[config.mk]
export PLATFORM = sky130hd
export DESIGN_NAME = hcsr04_echo_emulator
export DESIGN_NICKNAME = d
export VERILOG_FILES = /design/src/rtl/hcsr04_echo_emulator.sv
export SDC_FILE = /design/constraint.sdc
export NUM_CORES = 1
export LEC_CHECK = 0
export BUFFER_PORTS_ARGS = -buffer_cell sky130_fd_sc_hd__buf_2
export CORE_MARGIN = 2
export CORE_UTILIZATION = 35
export CTS_BUF_LIST = sky130_fd_sc_hd__clkbuf_4 sky130_fd_sc_hd__clkbuf_8
export CTS_CLUSTER_SIZE = 14
export DETAILED_ROUTE_END_ITERATION = 6
export SLEW_MARGIN = 20
export SYNTH_ARGS = -nofsm -noshare
export SYNTH_HDL_FRONTEND = slang
export SYNTH_SLANG_ARGS = --single-unit
[constraint.sdc]
create_clock -name clk -period 18.9 [get_ports clk]
set_input_delay 5.67 -clock clk [delete_from_list [all_inputs] [get_ports clk]]
set_output_delay 5.67 -clock clk [all_outputs]
set_load 0.01 [all_outputs]
[src/rtl/hcsr04_echo_emulator.sv]
// HC-SR04 sensor-side emulator: validates a trigger pulse, waits the burst delay,
// then drives an echo pulse encoding dist_cm. Define EMU_JITTER_EN to add 0..15 cycles of LFSR jitter.
module hcsr04_echo_emulator #(
  parameter int unsigned TRIG_MIN_CYC    = 500,
  parameter int unsigned BURST_DELAY_CYC = 10000,
  parameter int unsigned CYC_PER_CM      = 2900,
  parameter int unsigned MAX_CM          = 400,
  parameter int unsigned TIMEOUT_CYC     = 1900000,
  parameter int unsigned HOLDOFF_CYC     = 500000
) (
  input  logic       clk,
  input  logic       rst,
  input  logic       trigg,
  input  logic [9:0] dist_cm,
  input  logic       target_present,
  output logic       echo,
  output logic       busy,
  output logic       trig_err,
  output logic       done
);

  localparam int unsigned PROD_MAX = MAX_CM * CYC_PER_CM;
  localparam int unsigned W_MAX    = (PROD_MAX > TIMEOUT_CYC) ? PROD_MAX : TIMEOUT_CYC;
  localparam int unsigned WW       = $clog2(W_MAX + 1);
  localparam int unsigned C_MAX0   = W_MAX + 16;
  localparam int unsigned C_MAX1   = (C_MAX0 > BURST_DELAY_CYC) ? C_MAX0 : BURST_DELAY_CYC;
  localparam int unsigned C_MAX2   = (C_MAX1 > HOLDOFF_CYC) ? C_MAX1 : HOLDOFF_CYC;
  localparam int unsigned C_MAX    = (C_MAX2 > TRIG_MIN_CYC) ? C_MAX2 : TRIG_MIN_CYC;
  localparam int unsigned CW       = $clog2(C_MAX + 1);

  typedef enum logic [2:0] {
    S_IDLE,
    S_TRIG_HI,
    S_BURST,
    S_ECHO,
    S_HOLDOFF
  } state_t;

  state_t          state_q, state_d;
  logic            trig_m, trig_s;
  logic [CW-1:0]   cnt_q, cnt_d;
  logic [WW-1:0]   width_q, width_d, width_cap;
  logic [CW-1:0]   echo_len;
  logic            echo_d, busy_d, trig_err_d, done_d;

`ifdef EMU_JITTER_EN
  logic [15:0] lfsr_q;
  logic [3:0]  jit_q;

  always_ff @(posedge clk) begin
    if (rst) begin
      lfsr_q <= 16'hACE1;
      jit_q  <= '0;
    end else begin
      lfsr_q <= {lfsr_q[14:0], lfsr_q[15] ^ lfsr_q[13] ^ lfsr_q[12] ^ lfsr_q[10]};
      if (state_q == S_BURST && state_d == S_ECHO)
        jit_q <= lfsr_q[3:0];
    end
  end

  always_comb echo_len = CW'(width_q) + CW'(jit_q);
`else
  always_comb echo_len = CW'(width_q);
`endif

  // dist_cm <= MAX_CM in the multiply branch, so the WW-bit product cannot overflow
  always_comb begin
    if (!target_present || 32'(dist_cm) > MAX_CM)
      width_cap = WW'(TIMEOUT_CYC);
    else if (dist_cm == 10'd0)
      width_cap = WW'(CYC_PER_CM);
    else
      width_cap = WW'(dist_cm) * WW'(CYC_PER_CM);
  end

  always_ff @(posedge clk) begin
    if (rst) begin
      trig_m   <= 1'b0;
      trig_s   <= 1'b0;
      state_q  <= S_IDLE;
      cnt_q    <= '0;
      width_q  <= '0;
      echo     <= 1'b0;
      busy     <= 1'b0;
      trig_err <= 1'b0;
      done     <= 1'b0;
    end else begin
      trig_m   <= trigg;
      trig_s   <= trig_m;
      state_q  <= state_d;
      cnt_q    <= cnt_d;
      width_q  <= width_d;
      echo     <= echo_d;
      busy     <= busy_d;
      trig_err <= trig_err_d;
      done     <= done_d;
    end
  end

  always_comb begin
    state_d    = state_q;
    cnt_d      = cnt_q;
    width_d    = width_q;
    trig_err_d = 1'b0;
    case (state_q)
      S_IDLE: begin
        if (trig_s) begin
          state_d = S_TRIG_HI;
          cnt_d   = CW'(1);
        end
      end
      S_TRIG_HI: begin
        if (trig_s) begin
          if (cnt_q < CW'(TRIG_MIN_CYC))
            cnt_d = cnt_q + CW'(1);
        end else if (cnt_q >= CW'(TRIG_MIN_CYC)) begin
          state_d = S_BURST;
          cnt_d   = '0;
          width_d = width_cap;
        end else begin
          state_d    = S_IDLE;
          cnt_d      = '0;
          trig_err_d = 1'b1;
        end
      end
      S_BURST: begin
        if (cnt_q == CW'(BURST_DELAY_CYC - 1)) begin
          state_d = S_ECHO;
          cnt_d   = '0;
        end else begin
          cnt_d = cnt_q + CW'(1);
        end
      end
      S_ECHO: begin
        if (cnt_q == echo_len - CW'(1)) begin
          state_d = S_HOLDOFF;
          cnt_d   = '0;
        end else begin
          cnt_d = cnt_q + CW'(1);
        end
      end
      S_HOLDOFF: begin
        if (cnt_q == CW'(HOLDOFF_CYC - 1)) begin
          state_d = S_IDLE;
          cnt_d   = '0;
        end else begin
          cnt_d = cnt_q + CW'(1);
        end
      end
      default: begin
        state_d = S_IDLE;
        cnt_d   = '0;
      end
    endcase

    // Outputs are registered copies of the next-state decode
    echo_d = (state_d == S_ECHO);
    busy_d = (state_d inside {S_BURST, S_ECHO, S_HOLDOFF});
    done_d = (state_q == S_ECHO) && (state_d == S_HOLDOFF);
  end

endmodule
; After elaboration in Yosys (flattened, before gate mapping)
; Cells that the tools add are included.
[word_totals]
ramBits = 0
n_memories = 0
regBits = 51
latchBits = 0
rom_bits = 0
inputBits = 14
[classes]
div_mod_pow = 0
shift = 0
magnitude_cmp = 3
muxes = 17
reduce_logical = 9
n_mul = 1
n_eq_ne = 12
bitwise = 2
n_addsub = 2
[op_table]
columns = cell, n
row1 = 21-bit two-way mux, 8
row2 = 21-bit case mux with 5 select lines, 1
row3 = 21-bit by 1-bit adder with 21-bit output (second input constant), 1
row4 = 21-bit by 14-bit equality test with 1-bit output (second input constant), 1
row5 = 21-bit by 19-bit equality test with 1-bit output (second input constant), 1
row6 = 21-bit equality test, 1
row7 = 21-bit by 9-bit greater-or-equal comparator with 1-bit output (second input constant), 1
row8 = 21-bit by 9-bit < comparator with 1-bit output (second input constant), 1
row9 = 21-bit by 1-bit subtractor with 21-bit output (second input constant), 1
row10 = 10-bit by 10-bit multiplier with 19-bit output (second input constant), 1
row11 = 3-bit two-way mux, 5
row12 = 3-bit case mux with 5 select lines, 1
row13 = 3-bit by 2-bit equality test with 1-bit output (second input constant), 4
row14 = 10-bit by 9-bit > comparator with 1-bit output (second input constant), 1
row15 = 10-bit zero test, 1
row16 = 3-bit equality test (second input constant), 2
row17 = 3-bit by 1-bit equality test with 1-bit output (second input constant), 1
row18 = 3-bit zero test, 1
row19 = 3-bit inequality test (second input constant), 1
row20 = 3-bit AND reduction, 1
row21 = 3-bit nonzero test, 1
row22 = 3-bit OR reduction, 1
row23 = 2-bit two-way mux, 1
row24 = 2-bit inequality test (second input constant), 1
row25 = other kinds (6), 7

; Logic depth before layout (Yosys ltp)
; Gate-level depths: netlist of the first run.
[logic_depth]
ltp_word = 6
mapped_depth = 18
mapped_depth_nobuf = 18

; Worst setup path before layout of the first run
; No wires, ideal clock.
[synth_path]
path_type = input to register
startpoint = in dist_cm[5]
endpoint = reg width_q[20], in the netlist echo_len[20]
required_time_ns = 18.785
cell_stages = 16
slack_ns = 9.040
arrival_ns = 9.745
path_cell_list = ha_1 inv_1 fa_1 fa_1 fa_1 inv_1 ha_1 ha_1 a21o_1 a21o_1 a21o_1 a41o_1 a31oi_1 o21ai_0 xnor2_1 a2111oi_0
[synth_via]
elab_chain_cells = 3
elab_cells_between_ends = 6
classes_between = mul (1) / order compare (1) / mux (2) / reduce/logical (2)
[synth_rtl]
columns = element, line_no
row1 = "start, declared", 14  ; input logic [9:0] dist_cm,
row2 = "10-bit by 10-bit multiplier with 19-bit output, or another cell as far along", 73  ; width_cap = WW'(dist_cm) * WW'(CYC_PER_CM);
row3 = 21-bit two-way mux or 1-bit logical OR (tied branches), "70, 68"
row4 = 21-bit two-way mux (*), 68  ; if (!target_present || 32'(dist_cm) > MAX_CM)
row5 = "end signal, assigned", 92  ; width_q <= width_d;
row6 = "end, declared", 42  ; logic [WW-1:0] width_q, width_d, width_cap;
; Every way passes the cells marked *; elsewhere a longest branch is shown, timed or not.
; A chain may end at the register's enable or synchronous reset.

; Worst setup path after layout of the first run
; Same ends and word-level chain as after synthesis.

==> impl_metrics.toml, run 1 <==
[run_status]
outcome = "finished, final reports clean"

[critical_path]
critical_path.top_delay_family = "adder cells"
worstPathRequired_ns = 19.09
slowest_stage = "fa_1"
endpoint_kind = "flop"
startpoint_type = "input port"
path_buf_inv = 3
cp.arrival_ns = 10.21
max_stage_delay_ns = 0.55
crit_type = "in -> reg"
path_max_fanout = 5
worstPathCellList = "buf_2 -> ha_1 -> inv_1 -> fa_1 -> fa_1 -> fa_1 -> inv_1 -> ha_1 -> ha_1 -> a21o_1 -> a21o_1 -> a21o_1 -> a41o_1 -> a31oi_1 -> o21ai_0 -> xnor2_1 -> a2111oi_0"

[yosys]
syn_nets = 706
synth_seq_cells = 49
synth_edf_count = 0
synthFlopType = "dfxtp_1"
synth.yosys.seq_area_share = 0.196
ys_types = 65
yosys_warnings = 0
synth_area_um2 = 5010
async_flop_share = 0
avgSynthCellArea_um2 = 8.17
syn_inst = 613

[clock_tree]
cts_buffer_depth = 2
cts_resized = 0
clock_latency_ns = 0.32
htree_levels = 2
path_clk_slew_ns = 0.11
cts_buffers = 5
cts_tree = "built"
hold_buffers = 0
cts_sinks = 49
cts_setup_buffers = 0
clockRootBuffer = "clkbuf_8"

[place]
preCtsSetupSlack_ns = 8.63
hpwl_um = 9950
place.port_buffers = 17
gp_congestion = 0.914

[die]
core-area_um2 = 13900
die_y_um = 124
start_util = 0.359
die_w_um = 124
rows = 43
die_area_um2 = 15300
ios = 18

[finish]
n_antenna_cell = 0
seq_area_um2 = 981
drive_gt1_frac = 0.0625
syn2layout_area_growth_pct = 5.10
final_common_cell = "inv_1"
nets = 700
fillers = 1426
mostFrequentLayoutCells = "63 x inv_1, 56 x ha_1, 49 x dfxtp_1"
multi_input_area_um2 = 3620

[sta]
tightestPinTransition_ns = 1.06
worst_hold_slack_ns = 0.458
final_max_slew_viol_count = 0
setup_slack_ns = 8.88
setup_tns_ns = 0
post-route-min-period_ns = 10.02
fin_crit_sh = 0.530
max_freq_mhz = 99.8
finalHoldViolCount = 0
setup_viol = 0
rsz0062_at_grt = "false"
max_slew_margin = 0.296
fin_skew_ns = 0.00959

[grt]
grt.total_usage = 0.171
grt_remaining_overflow = 0
grt_start_max_net_pins = 70
antenna_found_initial = 0
grt_pass1_vias = 4227
grt_pass1_wl_um = 20800

[pwr]
ir_worst_vdd_mv = 0.0316
p_leak_uw = 0.00228
power_density_nw_per_um2 = 75.2

[routing]
met1_length_um = 5660
ant_nets = 0
wl_met3_um = 332
dr_wl_met2_um = 6270
top_layer_used = "met4"
wl_um = 12600
drtIter0Drc = 251
firstDrtPassIters = 7
wire_per_inst_um = 15.9
avgViaCountPerCell = 5.53
route.detailed.drc = 0
num_vias = 4357

[hold_path]
hp-class = "reg -> reg"

[run]
max-cap-violations = 0
[where the power goes]
group | switching [uW] | internal [uW]
Combinational | 127 | 96.4
Clock | 40.7 | 28.0
Sequential | 0.396 | 104
Total | 168 | 228
[logic make-up after synthesis]
kind of cell | share of synthesized area
buf+inv | 0.0822
flops | 0.196
simple gates | 0.256
xor+xnor | 0.0804
compound gates | 0.154
fa+ha+maj | 0.232
[layout make-up]
class,count,area share
multi-input combinational,468,0.687
sequential,49,0.186
tap,180,0.0428
clock buffer,5,0.0131
timing repair buffer,20,0.0204
clock inverter,3,0.00547
inverter,63,0.0449
[sequential cells by signal, indices dropped and copies added (netlist names)]
| name | count |
|---|---|
| trig_err | 1 |
| echo_len | 19 |
| echo | 1 |
| trig_s | 1 |
| done | 1 |
| state_q | 3 |
| trig_m | 1 |
| busy | 1 |
| cnt_q | 21 |
[path summary, 6_finish.rpt]
check,from,endpoint,slack [ns],depth (start not counted)
worst max register to register,echo_len[2],cnt_q[9],15.46,10
worst max-delay path,dist_cm[5],echo_len[20],8.88,17
worst min-delay path,trig_m,trig_s,0.46,1
worst min register to register,trig_m,trig_s,0.46,1
[routing by layer]
metal	vias up	global-route usage
met4	0	0.0540
met2	76	0.303
met1	2097	0.219
met3	21	0.0147
li1	2163	-
met5	-	0
[cell usage after synthesis, types with 8 or more instances]
cell type	n	area, um^2
nand2_1	37	139
ha_1	56	701
o21ai_0	18	90.1
o211ai_1	15	113
nand3b_1	10	75.1
nand3_1	21	105
fa_1	23	460
xor2_1	17	149
nor2_1	46	173
nor3_1	25	125
dfxtp_1	49	981
and3_1	10	62.6
clkbuf_1	18	67.6
nor2b_1	8	50.1
nand4_1	12	75.1
nor4_1	19	119
inv_1	63	236
a21oi_1	20	100
or3_1	9	56.3
a31oi_1	8	50.1
xnor2_1	29	254
[worst register-to-register path: stages (launching register included)]
cell and delay, ns:
dfxtp_1 0.39, inv_1 0.08, ha_1 0.18, nor2b_1 0.51, nand2_1 0.22, or4b_1 0.50
a31o_1 0.26, a221oi_4 0.40, nand4_4 0.35, a21oi_4 0.35, nor3_1 0.08
[through the flow]
step	utilization	area (um^2)	cells	power, uW
after global placement	0.371	5170	780	322
final	0.378	5260	788	396
after CTS	0.378	5260	788	399
after global routing	0.378	5260	788	433
after floorplan	-	5010	613	279
after detailed placement	0.371	5170	780	326
Power figures use the tool's default switching activity.
==> run 2: changes to the inputs <==
--- a/config.mk
+++ b/config.mk
@@ -5,6 +5,7 @@
 export SDC_FILE = /design/constraint.sdc
 export NUM_CORES = 1
 export LEC_CHECK = 0
+export ABC_AREA = 1
 export BUFFER_PORTS_ARGS = -buffer_cell sky130_fd_sc_hd__buf_2
 export CORE_MARGIN = 2
 export CORE_UTILIZATION = 35
==> constraint.sdc (replaced) <==
create_clock -name clk -period 9.5 [get_ports clk]
set_input_delay 2.85 -clock clk [delete_from_list [all_inputs] [get_ports clk]]
set_output_delay 2.85 -clock clk [all_outputs]
set_load 0.01 [all_outputs]
==> impl_metrics.toml, run 2 <==
[clock_tree]
cts_setup_buffers = 0
htree_levels = 2
hold_buffers = 0
cts_resized = 0
cts_buffer_depth = 2
path_clk_slew_ns = 0.11
cts_sinks = 49
clockRootBuffer = "clkbuf_8"
cts_tree = "built"
cts_buffers = 5
clock_latency_ns = 0.34

[die]
die_y_um = 128
start_util = 0.358
rows = 45
core-area_um2 = 15100
die_area_um2 = 16500
ios = 18
die_w_um = 128

[sta]
rsz0062_at_grt = "false"
max_freq_mhz = 151
tightestPinTransition_ns = 0.786
fin_crit_sh = 0.697
post-route-min-period_ns = 6.62
final_max_slew_viol_count = 0
fin_skew_ns = 0.0160
worst_hold_slack_ns = 0.425
finalHoldViolCount = 0
max_slew_margin = 0.472
setup_viol = 0
setup_tns_ns = 0

[finish]
nets = 891
fillers = 1614
n_antenna_cell = 0
final_util = 0.380
drive_gt1_frac = 0.0839
syn2layout_area_growth_pct = 6.07
mostFrequentLayoutCells = "153 x inv_1, 136 x nand2_1, 67 x nand3_1"
top_register = "cnt_q"
largest_reg_flops = 21
final_common_cell = "inv_1"
design_area_um2 = 5750

[yosys]
yosys-top-cells-count = "153 x inv_1, 136 x nand2_1, 67 x nand3_1"
synthFlopType = "dfxtp_1"
syn_inst = 789
async_flop_share = 0
syn_nets = 882
synth_seq_cells = 49
synth_top_area_share = 0.181
yosysTopAreaCell = "dfxtp_1"
avgSynthCellArea_um2 = 6.87
synth_edf_count = 0
yosys_warnings = 0
synth_area_um2 = 5420
synth.yosys.seq_area_share = 0.181
post-synth-top-count-cell = "inv_1"
ys_types = 44
synth_area_leaders = "dfxtp_1 18%, ha_1 13%, inv_1 11%, nand2_1 9.4%, fa_1 8.5%"

[critical_path]
worstPathRequired_ns = 9.73
slowest_stage = "fa_1"
worstPathCellList = "buf_2 -> ha_1 -> ha_1 -> inv_1 -> fa_1 -> inv_1 -> fa_1 -> inv_1 -> fa_1 -> inv_1 -> ha_1 -> nand2_1 -> o21ai_0 -> a21oi_1 -> o21ai_0 -> a21oi_1 -> o21ai_0 -> a21oi_1"
startpoint_type = "input port"
path_common_cell = "inv_1"
critical_path.top_delay_family = "adder cells"
crit_path_start = "dist_cm[5]"
cp.arrival_ns = 6.84
path_max_fanout = 5
max_stage_delay_ns = 0.52
r2r-start = "cnt_q[4]"
path_buf_inv = 5
endpoint_kind = "flop"
crit_type = "in -> reg"

[place]
place.port_buffers = 17
gp_congestion = 0.933
place_area_um2 = 5660
hpwl_um = 11300

[grt]
grt_pass1_vias = 4590
grt_remaining_overflow = 0
grt_start_max_net_pins = 40
grt_pass1_wl_um = 23300
grt.total_usage = 0.179
antenna_found_initial = 0

[routing]
route.detailed.drc = 0
ant_nets = 0
wl_um = 14100
num_vias = 4902
avgViaCountPerCell = 4.97
firstDrtPassIters = 4
drtIter0Drc = 337
wire_per_inst_um = 14.2

[pwr]
ir_worst_vdd_mv = 0.108
p_leak_uw = 0.00290
power_density_nw_per_um2 = 151

[hold_path]
hp-class = "reg -> reg"
hp-start = "trig_m"

[run]
max-cap-violations = 0

[run_status]
outcome = "finished, final reports clean"
[run 2: cell count changes after synthesis, moves of 11 or more]
cell      before  now
nand2_1       37  136
inv_1         63  153
nand3_1       21   67
a21oi_1       20   60
xnor2_1       29    9
clkbuf_1      18    1
o211ai_1      15    0
nor2_1        46   58
nor3_1        25   13
nor4_1        19    8
[run 2: where the power goes]
group	leakage (uW)	switching, uW	internal, uW
Clock	0.0000423	83.3	53.7
Sequential	0.000396	6.61	210
Combinational	0.00246	317	201
Total	0.00290	407	464
[run 2: layer usage]
layer	share of wire	vias to the layer above	wire length, um	global-route usage
met2	0.43	98	6090	0.274
met3	0.050	14	704	0.0324
met4	0.013	0	178	0.0504
li1	-	2579	-	-
met1	0.50	2211	7090	0.258
met5	0	-	0	0
[run 2: through the flow]
stage	setup WS (ns)	power (uW)	cells
after CTS	2.90	874	987
after detailed placement	2.54	732	979
after global routing	2.58	972	987
final	2.88	871	987
after floorplan	2.94	621	789
after global placement	2.59	735	979
[run 2: worst register-to-register path: cells and delay by family (launching register included)]
| kind | cells | cell delay [ns] |
|---|---|---|
| and+or+nand+nor | 3 | 1.49 |
| AOI/OAI and AO/OA | 3 | 0.47 |
| DFF | 1 | 0.50 |
| buffers and inverters | 2 | 0.24 |
[run 2: cell families (layout without fill, tap and decap cells)]
group / count (synthesis) / after routing / share of synthesized area
AO/OA/AOI/OAI: 111 / 111 / 0.116
XOR/XNOR: 36 / 36 / 0.0607
adder cells (fa/ha/maj): 79 / 79 / 0.214
buffers and inverters: 173 / 183 / 0.127
flip-flops: 49 / 49 / 0.181
AND/OR/NAND/NOR: 341 / 341 / 0.301
[run 2: area by class of cell]
cell class,instances,area [um^2],area share
timing repair buffer,19,100,0.0174
tap,188,235,0.0409
multi-input combinational,567,3750,0.653
clock buffer,5,68.8,0.0120
sequential,49,981,0.171
inverter,156,586,0.102
clock inverter,3,26.3,0.00457
[run 2: worst paths after layout]
check	slack (ns)	depth (start not counted)	end
setup reg to reg	6.72	8	echo_len[16]
hold reg to reg	0.43	2	trig_s
hold / removal	0.43	2	trig_s
setup / recovery	2.88	18	echo_len[18]
